<file path="config.mk">
export PLATFORM = sky130hd
export DESIGN_NAME = mdio_master_flat
export DESIGN_NICKNAME = d
export VERILOG_FILES = /design/src/rtl/mdio_master_if.sv /design/src/rtl/mdio_master.sv /design/src/flat_wrapper.sv
export SDC_FILE = /design/constraint.sdc
export NUM_CORES = 1
export LEC_CHECK = 0
export BUFFER_PORTS_ARGS = -buffer_cell sky130_fd_sc_hd__buf_2
export CORE_MARGIN = 5
export CORE_UTILIZATION = 55
export CTS_BUF_LIST = sky130_fd_sc_hd__clkbuf_16
export DETAILED_ROUTE_END_ITERATION = 12
export PLACE_DENSITY = 0.75
export RECOVER_POWER = 100
export REMOVE_ABC_BUFFERS = 1
export SYNTH_ARGS = -nofsm -noshare
export SYNTH_HDL_FRONTEND = slang
export SYNTH_SLANG_ARGS = --single-unit
</file>
<file path="constraint.sdc">
create_clock -name MDC_Clk -period 6.5 [get_ports MDC_Clk]
set_input_delay 1.3 -clock MDC_Clk [delete_from_list [all_inputs] [get_ports MDC_Clk]]
set_output_delay 1.3 -clock MDC_Clk [all_outputs]
set_load 0.02 [all_outputs]
</file>
<file path="src/rtl/mdio_master_if.sv">
// Request/response and pin bundle between the MDIO master, its requester and the PHY pin.
// The master modport is the mdio_master side; slave is the requester/pin side.
interface mdio_master_if;
  logic        Req_Valid;
  logic        Req_Ready;
  logic        Req_Write;
  logic [4:0]  Req_PhyAddr;
  logic [4:0]  Req_RegAddr;
  logic [15:0] Req_WrData;
  logic        Rsp_Valid;
  logic [15:0] Rsp_RdData;
  logic        Rsp_Err;
  logic        Busy;
  logic        MDIO_O;
  logic        MDIO_T;
  logic        MDIO_I;

  modport master (
    input  Req_Valid, Req_Write, Req_PhyAddr, Req_RegAddr, Req_WrData, MDIO_I,
    output Req_Ready, Rsp_Valid, Rsp_RdData, Rsp_Err, Busy, MDIO_O, MDIO_T
  );

  modport slave (
    output Req_Valid, Req_Write, Req_PhyAddr, Req_RegAddr, Req_WrData, MDIO_I,
    input  Req_Ready, Rsp_Valid, Rsp_RdData, Rsp_Err, Busy, MDIO_O, MDIO_T
  );
endinterface

</file>
<file path="src/rtl/mdio_master.sv">
// Clause-22 MDIO master in the MDC domain: serialises one read/write frame per request,
// retimes the pin on the falling edge and returns read data with a one-cycle strobe.
module mdio_master #(
  parameter int unsigned PREAMBLE_LEN = 32,
  parameter int unsigned IDLE_GAP     = 2
) (
  input logic            MDC_Clk,
  input logic            MDC_Rst,
  mdio_master_if.master  bus
);

  localparam logic [3:0] StReset = 4'd0;
  localparam logic [3:0] StIdle  = 4'd1;
  localparam logic [3:0] StPre   = 4'd2;
  localparam logic [3:0] StSt    = 4'd3;
  localparam logic [3:0] StOp    = 4'd4;
  localparam logic [3:0] StPhy   = 4'd5;
  localparam logic [3:0] StReg   = 4'd6;
  localparam logic [3:0] StTa    = 4'd7;
  localparam logic [3:0] StData  = 4'd8;
  localparam logic [3:0] StDone  = 4'd9;
  localparam logic [3:0] StGap   = 4'd10;

  localparam logic [5:0] PreLoad = 6'(PREAMBLE_LEN - 1);
  // DONE already counts as the first released gap cycle.
  localparam logic [5:0] GapLoad = 6'(IDLE_GAP - 2);

  logic [3:0]  state, stateNext;
  logic [5:0]  bitCnt, bitCntNext;
  logic        reqWrite;
  logic [4:0]  phyAddr, regAddr;
  logic [15:0] wrData;
  logic [14:0] rdShift;
  logic        taErr;
  logic [15:0] rdData;
  logic        rspErr;
  logic        frameO, frameT;
  logic        pinO, pinT;
  logic        fieldEnd;

  assign fieldEnd = (bitCnt == 6'd0);

  always_comb begin
    stateNext  = state;
    bitCntNext = bitCnt - 6'd1;
    case (state)
      StReset: stateNext = StIdle;
      StIdle: begin
        bitCntNext = bitCnt;
        if (bus.Req_Valid) begin
          if (PREAMBLE_LEN > 0) begin
            stateNext  = StPre;
            bitCntNext = PreLoad;
          end else begin
            stateNext  = StSt;
            bitCntNext = 6'd1;
          end
        end
      end
      StPre:  if (fieldEnd) begin stateNext = StSt;   bitCntNext = 6'd1;  end
      StSt:   if (fieldEnd) begin stateNext = StOp;   bitCntNext = 6'd1;  end
      StOp:   if (fieldEnd) begin stateNext = StPhy;  bitCntNext = 6'd4;  end
      StPhy:  if (fieldEnd) begin stateNext = StReg;  bitCntNext = 6'd4;  end
      StReg:  if (fieldEnd) begin stateNext = StTa;   bitCntNext = 6'd1;  end
      StTa:   if (fieldEnd) begin stateNext = StData; bitCntNext = 6'd15; end
      StData: if (fieldEnd) begin stateNext = StDone; bitCntNext = 6'd0;  end
      StDone: begin
        if (IDLE_GAP > 1) begin
          stateNext  = StGap;
          bitCntNext = GapLoad;
        end else begin
          stateNext  = StIdle;
          bitCntNext = 6'd0;
        end
      end
      StGap: begin
        if (fieldEnd) begin
          stateNext  = StIdle;
          bitCntNext = 6'd0;
        end
      end
      default: begin
        stateNext  = StIdle;
        bitCntNext = 6'd0;
      end
    endcase
  end

  // Frame bit for the current cycle; the counter indexes each field MSB first.
  always_comb begin
    frameO = 1'b1;
    frameT = 1'b1;
    case (state)
      StPre: frameT = 1'b0;
      StSt: begin
        frameO = ~bitCnt[0];
        frameT = 1'b0;
      end
      StOp: begin
        frameO = reqWrite ? ~bitCnt[0] : bitCnt[0];
        frameT = 1'b0;
      end
      StPhy: begin
        frameO = phyAddr[bitCnt[2:0]];
        frameT = 1'b0;
      end
      StReg: begin
        frameO = regAddr[bitCnt[2:0]];
        frameT = 1'b0;
      end
      StTa: begin
        if (reqWrite) begin
          frameO = bitCnt[0];
          frameT = 1'b0;
        end
      end
      StData: begin
        if (reqWrite) begin
          frameO = wrData[bitCnt[3:0]];
          frameT = 1'b0;
        end
      end
      default: ;
    endcase
  end

  always_ff @(posedge MDC_Clk or posedge MDC_Rst) begin
    if (MDC_Rst) begin
      state    <= StReset;
      bitCnt   <= 6'd0;
      reqWrite <= 1'b0;
      phyAddr  <= 5'd0;
      regAddr  <= 5'd0;
      wrData   <= 16'd0;
      rdShift  <= 15'd0;
      taErr    <= 1'b0;
      rdData   <= 16'd0;
      rspErr   <= 1'b0;
    end else begin
      state  <= stateNext;
      bitCnt <= bitCntNext;
      if (state == StIdle && bus.Req_Valid) begin
        reqWrite <= bus.Req_Write;
        phyAddr  <= bus.Req_PhyAddr;
        regAddr  <= bus.Req_RegAddr;
        wrData   <= bus.Req_WrData;
      end
      // The PHY must pull the second turnaround bit low on reads.
      if (state == StTa && fieldEnd && !reqWrite) begin
        taErr <= bus.MDIO_I;
      end
      if (state == StData) begin
        rdShift <= {rdShift[13:0], bus.MDIO_I};
        if (fieldEnd) begin
          rdData <= reqWrite ? 16'd0 : {rdShift, bus.MDIO_I};
          rspErr <= reqWrite ? 1'b0 : taErr;
        end
      end
    end
  end

  // Falling-edge retiming centres the pin value on the PHY's rising-edge sample.
  always_ff @(negedge MDC_Clk or posedge MDC_Rst) begin
    if (MDC_Rst) begin
      pinO <= 1'b1;
      pinT <= 1'b1;
    end else begin
      pinO <= frameO;
      pinT <= frameT;
    end
  end

  assign bus.Req_Ready  = (state == StIdle);
  assign bus.Busy       = (state != StIdle) && (state != StReset);
  assign bus.Rsp_Valid  = (state == StDone);
  assign bus.Rsp_RdData = rdData;
  assign bus.Rsp_Err    = rspErr;
  assign bus.MDIO_O     = pinO;
  assign bus.MDIO_T     = pinT;

endmodule
</file>
<file path="src/flat_wrapper.sv">
// flat-port wrapper written by rule: the top's interface ports become plain ports
module mdio_master_flat 
#(
  parameter int unsigned PREAMBLE_LEN = 32,
  parameter int unsigned IDLE_GAP     = 2
)
  (MDC_Clk, MDC_Rst, bus_Req_Valid, bus_Req_Write, bus_Req_PhyAddr, bus_Req_RegAddr, bus_Req_WrData, bus_MDIO_I, bus_Req_Ready, bus_Rsp_Valid, bus_Rsp_RdData, bus_Rsp_Err, bus_Busy, bus_MDIO_O, bus_MDIO_T);
  mdio_master_if bus_i ();
  input logic MDC_Clk;
  input logic MDC_Rst;
  input wire logic [$bits(bus_i.Req_Valid)-1:0] bus_Req_Valid;
  input wire logic [$bits(bus_i.Req_Write)-1:0] bus_Req_Write;
  input wire logic [$bits(bus_i.Req_PhyAddr)-1:0] bus_Req_PhyAddr;
  input wire logic [$bits(bus_i.Req_RegAddr)-1:0] bus_Req_RegAddr;
  input wire logic [$bits(bus_i.Req_WrData)-1:0] bus_Req_WrData;
  input wire logic [$bits(bus_i.MDIO_I)-1:0] bus_MDIO_I;
  output wire logic [$bits(bus_i.Req_Ready)-1:0] bus_Req_Ready;
  output wire logic [$bits(bus_i.Rsp_Valid)-1:0] bus_Rsp_Valid;
  output wire logic [$bits(bus_i.Rsp_RdData)-1:0] bus_Rsp_RdData;
  output wire logic [$bits(bus_i.Rsp_Err)-1:0] bus_Rsp_Err;
  output wire logic [$bits(bus_i.Busy)-1:0] bus_Busy;
  output wire logic [$bits(bus_i.MDIO_O)-1:0] bus_MDIO_O;
  output wire logic [$bits(bus_i.MDIO_T)-1:0] bus_MDIO_T;
  assign bus_i.Req_Valid = bus_Req_Valid;
  assign bus_i.Req_Write = bus_Req_Write;
  assign bus_i.Req_PhyAddr = bus_Req_PhyAddr;
  assign bus_i.Req_RegAddr = bus_Req_RegAddr;
  assign bus_i.Req_WrData = bus_Req_WrData;
  assign bus_i.MDIO_I = bus_MDIO_I;
  assign bus_Req_Ready = bus_i.Req_Ready;
  assign bus_Rsp_Valid = bus_i.Rsp_Valid;
  assign bus_Rsp_RdData = bus_i.Rsp_RdData;
  assign bus_Rsp_Err = bus_i.Rsp_Err;
  assign bus_Busy = bus_i.Busy;
  assign bus_MDIO_O = bus_i.MDIO_O;
  assign bus_MDIO_T = bus_i.MDIO_T;
  mdio_master #(.PREAMBLE_LEN(PREAMBLE_LEN), .IDLE_GAP(IDLE_GAP)) u_core (.MDC_Clk(MDC_Clk), .MDC_Rst(MDC_Rst), .bus(bus_i));
endmodule
</file>
Yosys cells after proc, flatten, opt, wreduce, memory -nomap -nowiden:

Cells that the tools add are included.

* flip-flop bits (word level): 72
* input bits: 31
* word-level logic and storage cells: 81

* $add $sub $neg: 1
* order comparisons: 2
* equality and inequality tests: 20
* multiplexer cells: 30
* bitwise gates (word level): 1
* reduce and logical (&&, ||, !) cells: 15

Operators with widths (number)
* one-hot mux 4 bit (10 select lines): 1
* two-way mux 4 bit: 9
* one-hot mux 6 bit (6 select lines): 1
* two-way mux 6 bit: 5
* == test 4 x 3 -> 1 bit (second input constant): 4
* two-way mux 16 bit: 1
* != test 2 x 1 -> 1 bit (second input constant): 8
* == test 4 bit (second input constant): 3
* AND reduction 9 bit: 1
* == test 4 x 2 -> 1 bit (second input constant): 2
* two-way mux 1 bit: 8
* binary-select mux 1 bit (select 3 bit): 2
* logical NOT 6 bit: 1
* one-hot mux 1 bit (6 select lines): 1
* OR reduction 2 bit: 3
* subtractor 6 x 1 -> 6 bit (second input constant): 1
* < comparator 4 x 5 -> 1 bit (second input constant): 1
* OR reduction 5 bit: 1
* binary-select mux 1 bit (select 4 bit): 1
* == test 4 x 1 -> 1 bit (second input constant): 1
* logical AND 1 bit: 4
* logical NOT 4 bit: 1
* < comparator 3 x 4 -> 1 bit (second input constant): 1
* != test 4 x 1 -> 1 bit (second input constant): 1
* other kinds (7): 7

Logic depth before layout (Yosys ltp):

* depth in word-level cells: 4
* gate-level depth with buffers: 10
* gate-level depth less buffers: 7

==> impl_results.md <==
* Run status: complete, but fails checks
* Violations in the final reports: capacitance limit, slew limit
* Via count of the first global-routing pass at 2445
* Worst endpoint data arrival time at around 4400 ps
* Average vias per placed instance at approximately 5.8
* Total Wirelength at roughly 7000 um
* Height of the die at roughly 90 um
* Power per cell area at about 460 nW/um2
* Root Buffer: clkbuf_16
* Cell family with the largest share of critical-path delay: flip-flops
* Clock tree from TritonCTS: done
* Ys flop type: dfrtp_1
* Critical path's slowest cell: dfstp_2
* Crit path largest cell delay at approximately 520 ps
* Iteration-0 DRC Markers at between 200 and 250
* Rows at 28
* Tot GR Track Use at approximately 20%
* WP data required at approximately 5200 ps
* IR Drop Worst-Case VDD at 0.274 mV
* Static leakage at 1.80 nW
* Final setup violation count at 0
* Critical Path, Cell by Cell: clkbuf_1
* Reg2Reg Launch Point: u_core.state[0]$_DFFE_PP0P_
* Hold depth at 2
* Number of clock buffers inserted by TritonCTS at 9
* Reg-to-Reg End: u_core.bus.MDIO_O$_DFF_NP1_
* Number of enable flip-flop cells after synthesis at 0
* Remaining global-route overflow at 0
* Asr flop ratio synth at between 90% and 100%
* H-tree Lvls at 3
* HPWL Detailed at roughly 4800 um
* Initial Util at 56.9%
* Proportion of synthesized chip area in sequential cells at around 53%
* Measured slew at the worst slew-check pin at roughly 3400 ps
* Uppermost layer routed: met4
* Critical path capture point type: primary output
* Routed length on met3 at approximately 350 um
* Reg2Reg Setup Slack at around 970 ps
* Total Die Area at between 7000 and 8000 um2
* Number of buffers between clock root and the deepest sink at 2
* Post-Syn Area at approximately 3400 um2
* Worst slew margin at -130%
* Library cells used by synthesis at between 40 and 50
* Depth of the most critical reg-to-reg path at 4
* Hold Crit Endpoint: u_core.bus.Rsp_RdData[2]$_DFFE_PP0P_
* Mean instance size in the synthesized netlist at roughly 11 um2
* First-pass GRT wire length at between 10000 and 15000 um
* Number of antenna violations at the first check in global routing at 0
* Average wire per standard cell at between 15 and 20 um
* Worst hold path class: reg2reg
* Count of buffers from port buffering at 52
* Total buffers and inverters traversed by the critical path at 1
* Area after DPL at approximately 3700 um2
* Startpoint type of the worst setup path: flop
* Core Box Area at 5990 um2
* Routed wl met2 at around 3400 um
* Hold WS at between 400 and 500 ps
* Horiz. Die Dim at a little under 90 um
* Number of setup buffers added after CTS at 0
* Post-cts repair resize count at 0
* Remaining antenna violation count at 0
* Number of hold violations in the final report at 0
* Setup repair after global routing missed its margin: no
* Worst-path fanout max at 1
* Clock network latency to the later pin of the worst-skew pair at about 380 ps
* Start point of the worst min-delay path: u_core.bus.Rsp_RdData[2]$_DFFE_PP0P_
* Clock-pin transition on the worst setup and hold timing paths at 60 ps
* Share of final-layout standard cells stronger than drive strength 1 at 26.2%
* RePlAce Congestion at between 0.8 and 0.9
* Vias post-DR at 2513
* Synthesized instance count at between 300 and 400
* Number of buffers inserted by hold repair at cts at 0
* Layout-stage area growth over the synthesis result at 17.4%
* Total routed wire length on the met1 layer at about 3100 um
* Total Neg Setup Slack at 0 ps
* Diode count at 0
* Flop and latch count out of synthesis at 72
* Pin count of the biggest net entering global routing at 67
* Post-Layout Inst Area at 4000 um2
* Setup Crit Path Kind: reg2out
* Number of max-slew violations in the final report at between 90 and 100
* Synthesis Warnings at 0
* Number of remaining DRC errors at 0
* Number of ports placed on the die boundary at 53
* Max-cap violation count at 2
* Clock sinks at approximately 70
* Final-stage net count at between 300 and 400
* DRT Pass-1 Iters at 4
* Worst Clk Skew at ~55 ps
-- metal layers --
layer | vias up | GRT usage, %
met5 | - | 0
met4 | 0 | 10.3
met3 | 22 | 4.56
met2 | 74 | 29.8
met1 | 1223 | 28.0
li1 | 1194 | -
-- cells in the mapped netlist, types with 2 or more instances --
cell type / count / area share, %
inv_1: 7 / 0.77
o211ai_1: 2 / 0.44
mux4_1: 4 / 3.1
buf_2: 6 / 0.88
o21a_1: 3 / 0.66
mux2i_1: 5 / 1.5
o21ai_0: 27 / 4.0
o22ai_1: 3 / 0.55
a21oi_1: 8 / 1.2
nor2b_1: 2 / 0.37
a311oi_1: 2 / 0.51
nand2b_1: 4 / 0.73
nor2_1: 16 / 1.8
and2_1: 2 / 0.37
dfrtp_1: 70 / 51
ha_1: 2 / 0.73
nor4_1: 3 / 0.55
dfstp_2: 2 / 1.5
xnor2_1: 2 / 0.51
or2b_1: 2 / 0.44
nor3_1: 9 / 1.3
nand2_1: 43 / 4.7
nand3_1: 2 / 0.29
mux2_2: 42 / 14
a31oi_1: 3 / 0.55
clkbuf_1: 14 / 1.5
-- final cells by class --
| cell class | instances | area, um2 |
|---|---|---|
| Fill cell | 469 | 1990 |
| Multi-Input combinational cell | 207 | 1470 |
| Clock inverter | 9 | 133 |
| Sequential cell | 72 | 1800 |
| Clock buffer | 9 | 225 |
| Tap cell | 75 | 93.8 |
| Timing Repair Buffer | 56 | 254 |
| Inverter | 6 | 22.5 |
-- cells by family (layout without fill, tap and decap cells) --
family	Yosys count	count (layout)	share of synthesized area [%]
flops	72	72	52.9
buf+inv	29	80	3.63
xor+xnor	2	2	0.514
mux	51	51	18.4
fa+ha+maj	2	2	0.734
simple gates	90	90	12.4
compound gates	62	62	11.4
-- flip-flops by register name, summed over array words and instances, names as in the netlist --
register               cells
u_core.bus.Rsp_Err         1
u_core.phyAddr             5
u_core.taErr               1
u_core.bus.MDIO_O          1
u_core.wrData             16
u_core.regAddr             5
u_core.bitCnt              6
u_core.bus.Rsp_RdData     16
u_core.bus.MDIO_T          1
u_core.rdShift            15
u_core.reqWrite            1
u_core.state               4
-- cells in the final DEF, fill, tap and decap left out, types with 4 or more instances in the layout --
master,count
a21oi_1,8
buf_2,29
mux4_1,4
inv_1,8
dfrtp_1,70
nand2b_1,4
nor3_1,10
clkbuf_1,25
nand2_1,43
o21ai_0,27
nor2_1,16
clkbuf_16,9
mux2i_1,5
mux2_2,42
-- power by group --
part	internal, mW	total, mW	switching [mW]
logic	0.276	0.546	0.270
registers	0.573	0.697	0.124
clock network	0.381	0.581	0.200
-- stage by stage --
step	power [mW]	util, %	worst slack (ps)	std cells
floorplan	1.10	-	575	286
global placement	1.22	61.7	1090	417
detailed placement	1.25	61.7	970	417
CTS	1.84	67.6	883	434
global route	1.93	66.8	777	434
finish	1.82	66.8	815	434
-- worst max path at each step --
stage	startpoint	end	slack, ps	depth (start not counted)
after floorplan	MDC_Rst	u_core.bus.MDIO_O$_DFF_NP1_	570	1
after global placement	u_core.bitCnt[0]$_DFFE_PP0P_	u_core.bus.MDIO_O$_DFF_NP1_	1090	5
after detailed placement	u_core.state[0]$_DFFE_PP0P_	u_core.bus.MDIO_O$_DFF_NP1_	970	4
after CTS	u_core.bus.MDIO_O$_DFF_NP1_	bus_MDIO_O	880	1
after global routing	u_core.bus.MDIO_O$_DFF_NP1_	bus_MDIO_O	780	1
final	u_core.bus.MDIO_O$_DFF_NP1_	bus_MDIO_O	820	1
Power figures use the tool's default switching activity.
